### src/rtl/move_controller_if.sv
// Move/board bus between the tic-tac-toe move controller, its players and
// the external win detector.
interface move_controller_if;
  logic       new_game;
  logic       p1_play;
  logic [3:0] p1_pos;
  logic       p2_play;
  logic [3:0] p2_pos;
  logic       winner;
  logic [1:0] who;
  logic [1:0] pos1, pos2, pos3, pos4, pos5, pos6, pos7, pos8, pos9;
  logic       turn;
  logic       illegal_move;
  logic       game_over;
  logic       draw;
  logic [1:0] result;
  logic [3:0] move_count;

  modport master (
    output new_game, p1_play, p1_pos, p2_play, p2_pos, winner, who,
    input  pos1, pos2, pos3, pos4, pos5, pos6, pos7, pos8, pos9,
    input  turn, illegal_move, game_over, draw, result, move_count
  );

  modport slave (
    input  new_game, p1_play, p1_pos, p2_play, p2_pos, winner, who,
    output pos1, pos2, pos3, pos4, pos5, pos6, pos7, pos8, pos9,
    output turn, illegal_move, game_over, draw, result, move_count
  );
endinterface

### src/rtl/move_controller.sv
// Tic-tac-toe move controller: validates alternating moves, owns the board,
// and resolves win/draw from the external detector one cycle after each move.
module move_controller (
  input  logic             clock,
  input  logic             reset,
  move_controller_if.slave bus
);
  typedef enum logic [1:0] {P1_TURN, P2_TURN, CHECK, DONE} state_t;

  state_t          state;
  logic [9:1][1:0] board;
  logic            turn_q, ill_q, over_q, draw_q;
  logic [1:0]      result_q;
  logic [3:0]      count_q;

  logic            cur_play, cur_ok, full;
  logic [3:0]      cur_pos;
  logic [1:0]      code;

  // Only the player whose move is awaited is ever sampled.
  always_comb begin
    cur_play = (state == P2_TURN) ? bus.p2_play : bus.p1_play;
    cur_pos  = (state == P2_TURN) ? bus.p2_pos  : bus.p1_pos;
    code     = turn_q ? 2'b10 : 2'b01;
    cur_ok   = 1'b0;
    full     = 1'b1;
    for (int i = 1; i <= 9; i++) begin
      if (cur_pos == 4'(i) && board[i] == 2'b00) cur_ok = 1'b1;
      if (board[i] == 2'b00) full = 1'b0;
    end
  end

  always_ff @(posedge clock) begin
    // reset and new_game clear the same state; reset simply wins the OR.
    if (reset || bus.new_game) begin
      state    <= P1_TURN;
      board    <= '0;
      turn_q   <= 1'b0;
      ill_q    <= 1'b0;
      over_q   <= 1'b0;
      draw_q   <= 1'b0;
      result_q <= 2'b00;
      count_q  <= 4'd0;
    end else begin
      ill_q <= 1'b0;
      case (state)
        P1_TURN, P2_TURN: begin
          if (cur_play) begin
            if (cur_ok) begin
              for (int i = 1; i <= 9; i++)
                if (cur_pos == 4'(i)) board[i] <= code;
              count_q <= count_q + 4'd1;
              state   <= CHECK;
            end else begin
              ill_q <= 1'b1;
            end
          end
        end
        CHECK: begin
          if (bus.winner) begin
            state    <= DONE;
            over_q   <= 1'b1;
            result_q <= bus.who;
          end else if (full) begin
            state  <= DONE;
            over_q <= 1'b1;
            draw_q <= 1'b1;
          end else begin
            state  <= turn_q ? P1_TURN : P2_TURN;
            turn_q <= ~turn_q;
          end
        end
        DONE:    ;
        default: state <= P1_TURN;
      endcase
    end
  end

  assign bus.pos1         = board[1];
  assign bus.pos2         = board[2];
  assign bus.pos3         = board[3];
  assign bus.pos4         = board[4];
  assign bus.pos5         = board[5];
  assign bus.pos6         = board[6];
  assign bus.pos7         = board[7];
  assign bus.pos8         = board[8];
  assign bus.pos9         = board[9];
  assign bus.turn         = turn_q;
  assign bus.illegal_move = ill_q;
  assign bus.game_over    = over_q;
  assign bus.draw         = draw_q;
  assign bus.result       = result_q;
  assign bus.move_count   = count_q;
endmodule

### src/flat_wrapper.sv
// flat-port wrapper written by rule: the top's interface ports become plain ports
module move_controller_flat 
  (clock, reset, bus_new_game, bus_p1_play, bus_p1_pos, bus_p2_play, bus_p2_pos, bus_winner, bus_who, bus_pos1, bus_pos2, bus_pos3, bus_pos4, bus_pos5, bus_pos6, bus_pos7, bus_pos8, bus_pos9, bus_turn, bus_illegal_move, bus_game_over, bus_draw, bus_result, bus_move_count);
  move_controller_if bus_i ();
  input  logic clock;
  input  logic reset;
  input wire logic [$bits(bus_i.new_game)-1:0] bus_new_game;
  input wire logic [$bits(bus_i.p1_play)-1:0] bus_p1_play;
  input wire logic [$bits(bus_i.p1_pos)-1:0] bus_p1_pos;
  input wire logic [$bits(bus_i.p2_play)-1:0] bus_p2_play;
  input wire logic [$bits(bus_i.p2_pos)-1:0] bus_p2_pos;
  input wire logic [$bits(bus_i.winner)-1:0] bus_winner;
  input wire logic [$bits(bus_i.who)-1:0] bus_who;
  output wire logic [$bits(bus_i.pos1)-1:0] bus_pos1;
  output wire logic [$bits(bus_i.pos2)-1:0] bus_pos2;
  output wire logic [$bits(bus_i.pos3)-1:0] bus_pos3;
  output wire logic [$bits(bus_i.pos4)-1:0] bus_pos4;
  output wire logic [$bits(bus_i.pos5)-1:0] bus_pos5;
  output wire logic [$bits(bus_i.pos6)-1:0] bus_pos6;
  output wire logic [$bits(bus_i.pos7)-1:0] bus_pos7;
  output wire logic [$bits(bus_i.pos8)-1:0] bus_pos8;
  output wire logic [$bits(bus_i.pos9)-1:0] bus_pos9;
  output wire logic [$bits(bus_i.turn)-1:0] bus_turn;
  output wire logic [$bits(bus_i.illegal_move)-1:0] bus_illegal_move;
  output wire logic [$bits(bus_i.game_over)-1:0] bus_game_over;
  output wire logic [$bits(bus_i.draw)-1:0] bus_draw;
  output wire logic [$bits(bus_i.result)-1:0] bus_result;
  output wire logic [$bits(bus_i.move_count)-1:0] bus_move_count;
  assign bus_i.new_game = bus_new_game;
  assign bus_i.p1_play = bus_p1_play;
  assign bus_i.p1_pos = bus_p1_pos;
  assign bus_i.p2_play = bus_p2_play;
  assign bus_i.p2_pos = bus_p2_pos;
  assign bus_i.winner = bus_winner;
  assign bus_i.who = bus_who;
  assign bus_pos1 = bus_i.pos1;
  assign bus_pos2 = bus_i.pos2;
  assign bus_pos3 = bus_i.pos3;
  assign bus_pos4 = bus_i.pos4;
  assign bus_pos5 = bus_i.pos5;
  assign bus_pos6 = bus_i.pos6;
  assign bus_pos7 = bus_i.pos7;
  assign bus_pos8 = bus_i.pos8;
  assign bus_pos9 = bus_i.pos9;
  assign bus_turn = bus_i.turn;
  assign bus_illegal_move = bus_i.illegal_move;
  assign bus_game_over = bus_i.game_over;
  assign bus_draw = bus_i.draw;
  assign bus_result = bus_i.result;
  assign bus_move_count = bus_i.move_count;
  move_controller u_core (.clock(clock), .reset(reset), .bus(bus_i));
endmodule
### config.mk
export PLATFORM = sky130hd
export DESIGN_NAME = move_controller_flat
export DESIGN_NICKNAME = d
export VERILOG_FILES = /design/src/rtl/move_controller_if.sv /design/src/rtl/move_controller.sv /design/src/flat_wrapper.sv
export SDC_FILE = /design/constraint.sdc
export NUM_CORES = 1
export LEC_CHECK = 0
export ABC_AREA = 1
export BUFFER_PORTS_ARGS = -buffer_cell sky130_fd_sc_hd__buf_2
export CAP_MARGIN = 20
export CORE_AREA = 3 3 62 64
export CTS_CLUSTER_SIZE = 28
export DETAILED_ROUTE_END_ITERATION = 7
export DIE_AREA = 0 0 65 67
export GPL_TIMING_DRIVEN = 0
export HOLD_SLACK_MARGIN = 0.15
export PLACE_DENSITY = 0.88
export SLEW_MARGIN = 0
export SYNTH_ARGS = -nofsm -noshare
export SYNTH_HDL_FRONTEND = slang
export SYNTH_SLANG_ARGS = --single-unit
### constraint.sdc
create_clock -name clock -period 3.3 [get_ports clock]
set_clock_uncertainty 0.05 [all_clocks]
set_input_delay 0.33 -clock clock [delete_from_list [all_inputs] [get_ports clock]]
set_output_delay 0.33 -clock clock [all_outputs]
set_load 0.05 [all_outputs]
==> results_dict.tcl, run 1 <==
set metrics [dict create \
    regToRegSetupSlack_ns 1.31 \
    die_y_um 67 \
    synthesis.nets 258 \
    grt_max_degree 11 \
    fin_crit_sh 0.6020 \
    grt_pass1_wl_um 6803 \
    synth_area_leaders "dfxtp_1 (33%), inv_1 (7.7%), nand2_1 (7.7%), a21oi_1 (5.9%), nor2_1 (5.0%)" \
    grt_pass1_vias 1573 \
    r2r-start "u_core.state[0]$_SDFFE_PP0P_" \
    die_w_um 65 \
    synth_top_area_frac 0.3350 \
    dr.first_iter.drc_count 78 \
    root_buffer "clkbuf_4" \
    vias 1680 \
    gp_congestion 0.8463 \
    holdPathStages 3 \
    n_antenna_cell 0 \
    min-delay-start "bus_who[1]" \
    gr-total-overflow 0 \
    reg2reg_to "u_core.bus.pos9[0]$_SDFFE_PP0P_" \
    nets 308 \
    final_cell_area_um2 2143 \
    wirelength_um 4102 \
    syn_avg_cell_area_um2 7.440 \
    drive_above_1_share 0.3253 \
    yosysSeqAreaShare 0.3350 \
    start_kind "register" \
    regArea_um2 600.6 \
    hold_viol 0 \
    core-area_um2 3337 \
    h-tree-depth 2 \
    worstPathArrival_ns 2.18 \
    min_period_ns 1.987 \
    dp_cells 330 \
    tightest_slew_ns 0.5296 \
    clkSinkCount 30 \
    multi_input_area_um2 979.7 \
    place_hpwl_um 3147 \
    rsz0062_at_grt "no" \
    firstDrtPassIters 4 \
    io_pins 44 \
    dpl_cell_area_um2 2066 \
    p_leak_nw 0.9956 \
    synthCells 241 \
    status "completed" \
    nFillCells 314 \
    worstPathRequired_ns 3.50 \
    ys_warn_count 0 \
    yosysUniqueCellTypes 30 \
    synth_seq_cells 30 \
    track_usage 0.2016 \
    antenna_found_initial 0 \
    clock_latency_ns 0.32 \
    peakVddDrop_uv 344.5 \
    syn2layout_area_growth_pct 19.54 \
    ctsHoldBuffers 0 \
    fmax_mhz 503.3 \
    port_buffers 43 \
    tns_ns 0 \
    die_area_um2 4355 \
    viasPerCell 4.970 \
    path_clk_slew_ns 0.09 \
    power_density_nw_per_um2 374.4 \
    hold-path-endpoint "u_core.bus.result[1]$_SDFFE_PP0P_" \
    numCtsBuffers 5 \
    post-route-util 0.6423 \
    cts_setup_buffers 0 \
    setup_violations 0 \
    max_slew_margin 0.6469 \
    stdcell_count 338 \
    start_util 0.5373 \
    cts_resized 0 \
    critPathCaptureType "register" \
    rows 21 \
    drtAntennaViolNets 0 \
    hp-class "input port to register" \
    cts_tree "done" \
    yosys.area.top_type "dfxtp_1" \
    syn_area_um2 1793 \
    clockBufferDepth 2 \
    critical_path_class "register to register" \
    path_max_fanout 10 \
    post_drt_wl_per_cell_um 12.14 \
    drc 0 \
    drv_cap 0 \
    maxSlewViolCount 0 \
    reg2regPathDepth 8 \
]
## per-stage QoR
| stage | hold WS [ns] | power [mW] | setup WS [ns] |
|---|---|---|---|
| 2_1_floorplan | 0.4456 | 0.4933 | 1.610 |
| 3_3_place_gp | 0.3978 | 0.5233 | 1.451 |
| 3_5_place_dp | 0.4016 | 0.5271 | 1.401 |
| 4_1_cts | 0.2080 | 0.8081 | 1.333 |
| 5_1_grt | 0.2110 | 0.8326 | 1.142 |
| 6_report | 0.2222 | 0.8024 | 1.313 |
## routing by layer
metal  wire length, µm  GRT usage  vias to the layer above  share of wire
met2              2000     0.3550                       41           0.49
met3               216    0.04553                        8          0.053
met5                 0          0                        -              0
li1                  -          -                      867              -
met4                74    0.07652                        0          0.018
met1              1810     0.2367                      764           0.44
## logic make-up after synthesis
kind of cell    share of synthesized area
simple gates                       0.4473
buf+inv                            0.1186
flops                              0.3350
compound gates                    0.07606
xor+xnor                         0.009771
mux                              0.006280
fa+ha+maj                        0.006977
## sequential cells by signal, indices dropped and copies added (netlist names)
signal                   count
u_core.bus.pos3              2
u_core.bus.pos9              2
u_core.bus.pos1              2
u_core.bus.pos8              2
u_core.bus.pos4              2
u_core.bus.pos6              2
u_core.bus.move_count        4
u_core.bus.pos7              2
u_core.bus.pos2              2
u_core.bus.game_over         1
u_core.bus.draw              1
u_core.state                 2
u_core.bus.result            2
u_core.bus.pos5              2
u_core.bus.turn              1
u_core.bus.illegal_move      1
## synth_stat cells (all sizes together)
library cell,count
nand3,19
inv,40
a31oi,1
clkbuf,2
nor2,35
xnor2,1
nand3b,5
nor3,5
a21oi,21
nand4,13
ha,1
mux2,1
dfxtp,30
xor2,1
buf,6
o21ai,5
nand2,54
nor4,1
## power by group
part / leakage [nW] / internal [mW] / switching [mW] / total (mW)
registers: 0.242 / 0.366 / 0.00323 / 0.369
clock network: 0.0450 / 0.157 / 0.125 / 0.282
logic: 0.709 / 0.0504 / 0.101 / 0.151
## placed cells by master (no fill, tap or decap), types with 2 or more instances in the layout
master    Yosys  layout
nor2_4        8       8
inv_1        37      37
nand3_1      17      17
o21ai_0       5       5
nor3_1        5       5
nand3_4       2       2
nand3b_1      2       2
nand2_4       6       6
nand2_1      37      37
nor2_2        3       3
inv_2         3       3
nand2_2      10      10
nand4_1      12      12
dfxtp_1      30      30
clkbuf_1      2       2
clkinv_2      0       2
buf_6         2       2
buf_2         2      45
nor2_1       24      24
clkbuf_4      0       5
a21oi_1      21      21
nand3b_4      3       3
## how the worst max path moves through the flow
stage,from,end,depth (start not counted)
after floorplan,u_core.state[0]$_SDFFE_PP0P_,u_core.bus.pos2[0]$_SDFFE_PP0P_,15
after global placement,u_core.state[0]$_SDFFE_PP0P_,u_core.bus.pos9[1]$_SDFFE_PP0P_,9
after detailed placement,u_core.state[0]$_SDFFE_PP0P_,u_core.bus.pos1[0]$_SDFFE_PP0P_,12
after CTS,u_core.state[0]$_SDFFE_PP0P_,u_core.bus.pos9[0]$_SDFFE_PP0P_,12
after global routing,u_core.state[0]$_SDFFE_PP0P_,u_core.bus.pos9[0]$_SDFFE_PP0P_,12
final,u_core.state[0]$_SDFFE_PP0P_,u_core.bus.pos9[0]$_SDFFE_PP0P_,8
## critical path: stages, from the launching register on
cell,delay [ns]
dfxtp_1,0.32
buf_4,0.22
nand2_4,0.11
mux2_2,0.32
nand2_1,0.11
inv_1,0.17
buf_2,0.26
nand4_1,0.16
a21oi_1,0.20
## final cells by class
class | instances | area share
sequential | 30 | 0.2802
clock inverter | 3 | 0.01868
buffer | 8 | 0.02919
inverter | 40 | 0.07005
clock buffer | 5 | 0.01751
timing repair buffer | 43 | 0.1004
tap | 46 | 0.02685
multi-input combinational | 163 | 0.4571
Note: power is estimated with default switching activity, not from simulation.
==> inputs of run 2 (changes only) <==
--- a/config.mk
+++ b/config.mk
@@ -5,16 +5,16 @@
 export SDC_FILE = /design/constraint.sdc
 export NUM_CORES = 1
 export LEC_CHECK = 0
-export ABC_AREA = 1
+export ABC_AREA = 0
 export BUFFER_PORTS_ARGS = -buffer_cell sky130_fd_sc_hd__buf_2
 export CAP_MARGIN = 20
-export CORE_AREA = 3 3 62 64
+export CORE_AREA = 3 3 61 63
 export CTS_CLUSTER_SIZE = 28
 export DETAILED_ROUTE_END_ITERATION = 7
-export DIE_AREA = 0 0 65 67
+export DIE_AREA = 0 0 64 66
 export GPL_TIMING_DRIVEN = 0
 export HOLD_SLACK_MARGIN = 0.15
-export PLACE_DENSITY = 0.88
+export PLACE_DENSITY = 0.82
 export SLEW_MARGIN = 0
 export SYNTH_ARGS = -nofsm -noshare
 export SYNTH_HDL_FRONTEND = slang
==> constraint.sdc (replaced) <==
create_clock -name clock -period 1.8 [get_ports clock]
set_clock_uncertainty 0.05 [all_clocks]
set_input_delay 0.18 -clock clock [delete_from_list [all_inputs] [get_ports clock]]
set_output_delay 0.18 -clock clock [all_outputs]
set_load 0.05 [all_outputs]
==> run 2 against run 1 <==
The run now ends with setup timing left. Wire length grew 2.8%. Combinational power grew 31%. Die area shrank 3.0%. Count of clock-buffer cells in the layout grew 1. First-iteration DRC count grew 13%. Final area shrank 3.0%. Core utilization shrank 0.95 points. Sequential cell count is the same. Largest power group unchanged.
==> results_dict.tcl, run 2 <==
set metrics [dict create \
    regToRegSetupSlack_ns -0.28 \
    yosysSeqAreaShare 0.4110 \
    drive_above_1_share 0.4226 \
    critical_path_class "register to register" \
    root_buffer "clkbuf_4" \
    min-delay-start "reset" \
    clock_latency_ns 0.35 \
    dp_cells 259 \
    clkSinkCount 30 \
    hold_viol 0 \
    grt_pass1_vias 1472 \
    setup_violations 25 \
    yosys.area.top_type "dfxtp_1" \
    post_drt_wl_per_cell_um 14.79 \
    vias 1528 \
    worstPathRequired_ns 2.01 \
    grt_max_degree 11 \
    gr-total-overflow 0 \
    viasPerCell 5.361 \
    cts_tree "done" \
    antenna_found_initial 0 \
    r2r-start "u_core.state[1]$_SDFFE_PP0P_" \
    synth_flop_cell "dfxtp_1" \
    rsz0062_at_grt "yes" \
    start_util 0.4450 \
    critPathCaptureType "register" \
    max_slew_margin 0.5149 \
    ys_async_sr_fraction 0 \
    die_area_um2 4224 \
    crit_chain "buf_6, and4bb_2, a31o_4, a222oi_1, o2bb2ai_2, o211ai_1, mux2i_1" \
    synth_top_area_frac 0.4110 \
    grt_pass1_wl_um 6893 \
    die_y_um 66 \
    nets 255 \
    synth_area_leaders "dfxtp_1 (41%), nand2_1 (8.5%), mux2i_1 (5.5%), o21ai_1 (4.1%), nor2_1 (3.9%)" \
    synthCells 170 \
    fin_crit_sh 1.154 \
    place_hpwl_um 2728 \
    gp_congestion 0.8532 \
    start_kind "register" \
    whs_ns 0.2629 \
    syn_area_um2 1461 \
    rows 21 \
    min_period_ns 2.077 \
    worst_slack_ns -0.2775 \
    hp-class "input port to register" \
    slowest_delay_ns 0.38 \
    io_pins 44 \
    critPathLaunch "u_core.state[1]$_SDFFE_PP0P_" \
    tightest_slew_ns 0.7250 \
    synthesis.nets 187 \
    ys_top_cells_by_count "nand2_1 (33), dfxtp_1 (30), nor2_1 (15)" \
    path_max_fanout 7 \
    path_clk_slew_ns 0.09 \
    ys_warn_count 0 \
    synth_seq_cells 30 \
    synth_edf_count 0 \
    core-area_um2 3284 \
    total_power_mw 1.305 \
    violations "setup timing" \
    peakVddDrop_uv 431.2 \
    drc 0 \
    reg2reg_to "u_core.bus.move_count[3]$_SDFFE_PP0P_" \
    n_antenna_cell 0 \
    status "finished, violations left" \
    syn_avg_cell_area_um2 8.596 \
    reg2regPathDepth 7 \
    largest_register_ff_count 4 \
    clockBufferDepth 2 \
    h-tree-depth 2 \
    maxSlewViolCount 0 \
    power_density_nw_per_um2 628.1 \
    final_cell_mix "buf_2 (43), nand2_1 (33), dfxtp_1 (22)" \
    synth_most_common_cell "nand2_1" \
    post-route-util 0.6328 \
    crit_slowest_cell "dfxtp_4" \
    track_usage 0.2123 \
    syn2layout_area_growth_pct 42.21 \
    hold-path-endpoint "u_core.bus.illegal_move$_SDFF_PP0_" \
    worstPathArrival_ns 2.28 \
    dr.first_iter.drc_count 88 \
    p_leak_nw 0.8698 \
    port_buffers 43 \
    stdcell_count 285 \
    fmax_mhz 481.4 \
    numCtsBuffers 5 \
    holdPathStages 4 \
    drtAntennaViolNets 0 \
    drv_cap 0 \
    firstDrtPassIters 6 \
    final_common_cell "buf_2" \
    wirelength_um 4215 \
    tns_ns -5.486 \
    yosysUniqueCellTypes 39 \
    die_w_um 64 \
]
==> run 2: changes by cell type in the layout (fill, tap and decap cells not counted), moves of 7 or more <==
cell and delta:
inv_1 -32, a21oi_1 -17, nand3_1 -15, nand4_1 -11
nor2_1 -11, nand2_2 -10, o21ai_1 +9, buf_4 +8
dfxtp_1 -8, dfxtp_2 +7, dlygate4sd3_1 +7, nor2_4 -7
==> run 2: timing repair <==
item | 4_1_cts | 5_1_grt
endpoints found under the hold margin | 6 | 0
hold buffers | 7 | 0
gates cloned | 1 | 0
endpoints found under the setup margin | 24 | 27
pin swaps | 9 | 7
resized for setup | 11 | 7
setup buffers | 9 | 1
==> run 2: kinds of logic after synthesis <==
| logic type | after synthesis | share of synthesized area |
|---|---|---|
| adder cells (fa/ha/maj) | 1 | 0.008560 |
| flip-flops | 30 | 0.4110 |
| multiplexers | 9 | 0.07021 |
| AND/OR/NAND/NOR | 74 | 0.2560 |
| XOR/XNOR | 1 | 0.005994 |
| buffers and inverters | 10 | 0.03339 |
| AO/OA/AOI/OAI | 45 | 0.2149 |
==> run 2: cell type report <==
cell class	count	area, µm²
fill	265	1206
multi-input combinational	130	895.9
sequential	30	613.1
timing repair buffer	61	391.6
tap	46	57.56
clock buffer	6	51.30
buffer	5	37.54
inverter	5	18.77
clock inverter	2	12.51
==> run 2: how the worst max path moves through the flow <==
stage | slack [ns] | depth (start not counted) | end
CTS | -0.25 | 7 | u_core.bus.move_count[3]$_SDFFE_PP0P_
detailed placement | -0.35 | 7 | u_core.bus.pos3[0]$_SDFFE_PP0P_
global placement | -0.32 | 7 | u_core.bus.pos3[0]$_SDFFE_PP0P_
global route | -0.40 | 7 | u_core.bus.move_count[3]$_SDFFE_PP0P_
floorplan | -0.15 | 7 | u_core.bus.pos4[1]$_SDFFE_PP0P_
finish | -0.28 | 7 | u_core.bus.move_count[3]$_SDFFE_PP0P_
==> run 2: power breakdown <==
part / leakage (nW) / total, mW / internal [mW] / switching [mW]
registers: 0.246 / 0.672 / 0.667 / 0.00478
clock network: 0.0343 / 0.435 / 0.187 / 0.248
logic: 0.589 / 0.198 / 0.0852 / 0.113
total: 0.870 / 1.31 / 0.940 / 0.365
==> run 2: worst max-delay path: cells and delay by family (launching register included) <==
family	cells	cell delay [ns]
buffers and inverters	1	0.09
muxes	1	0.25
DFF	1	0.38
AOI/OAI and AO/OA	4	0.99
and+or+nand+nor	1	0.24
==> run 2: metal layers <==
metal	global-route usage	routed length, µm	vias to the layer above
met4	0.1321	125	0
met2	0.3510	2033	67
met3	0.04592	308	11
met5	0	0	-
li1	-	-	753
met1	0.2495	1748	697
==> run 2: per-stage QoR <==
| stage | worst slack (ns) | area (µm²) |
|---|---|---|
| floorplan | -0.1463 | 1486 |
| global placement | -0.3195 | 1759 |
| detailed placement | -0.3542 | 1759 |
| CTS | -0.2456 | 2042 |
| global route | -0.3993 | 2078 |
| finish | -0.2775 | 2078 |
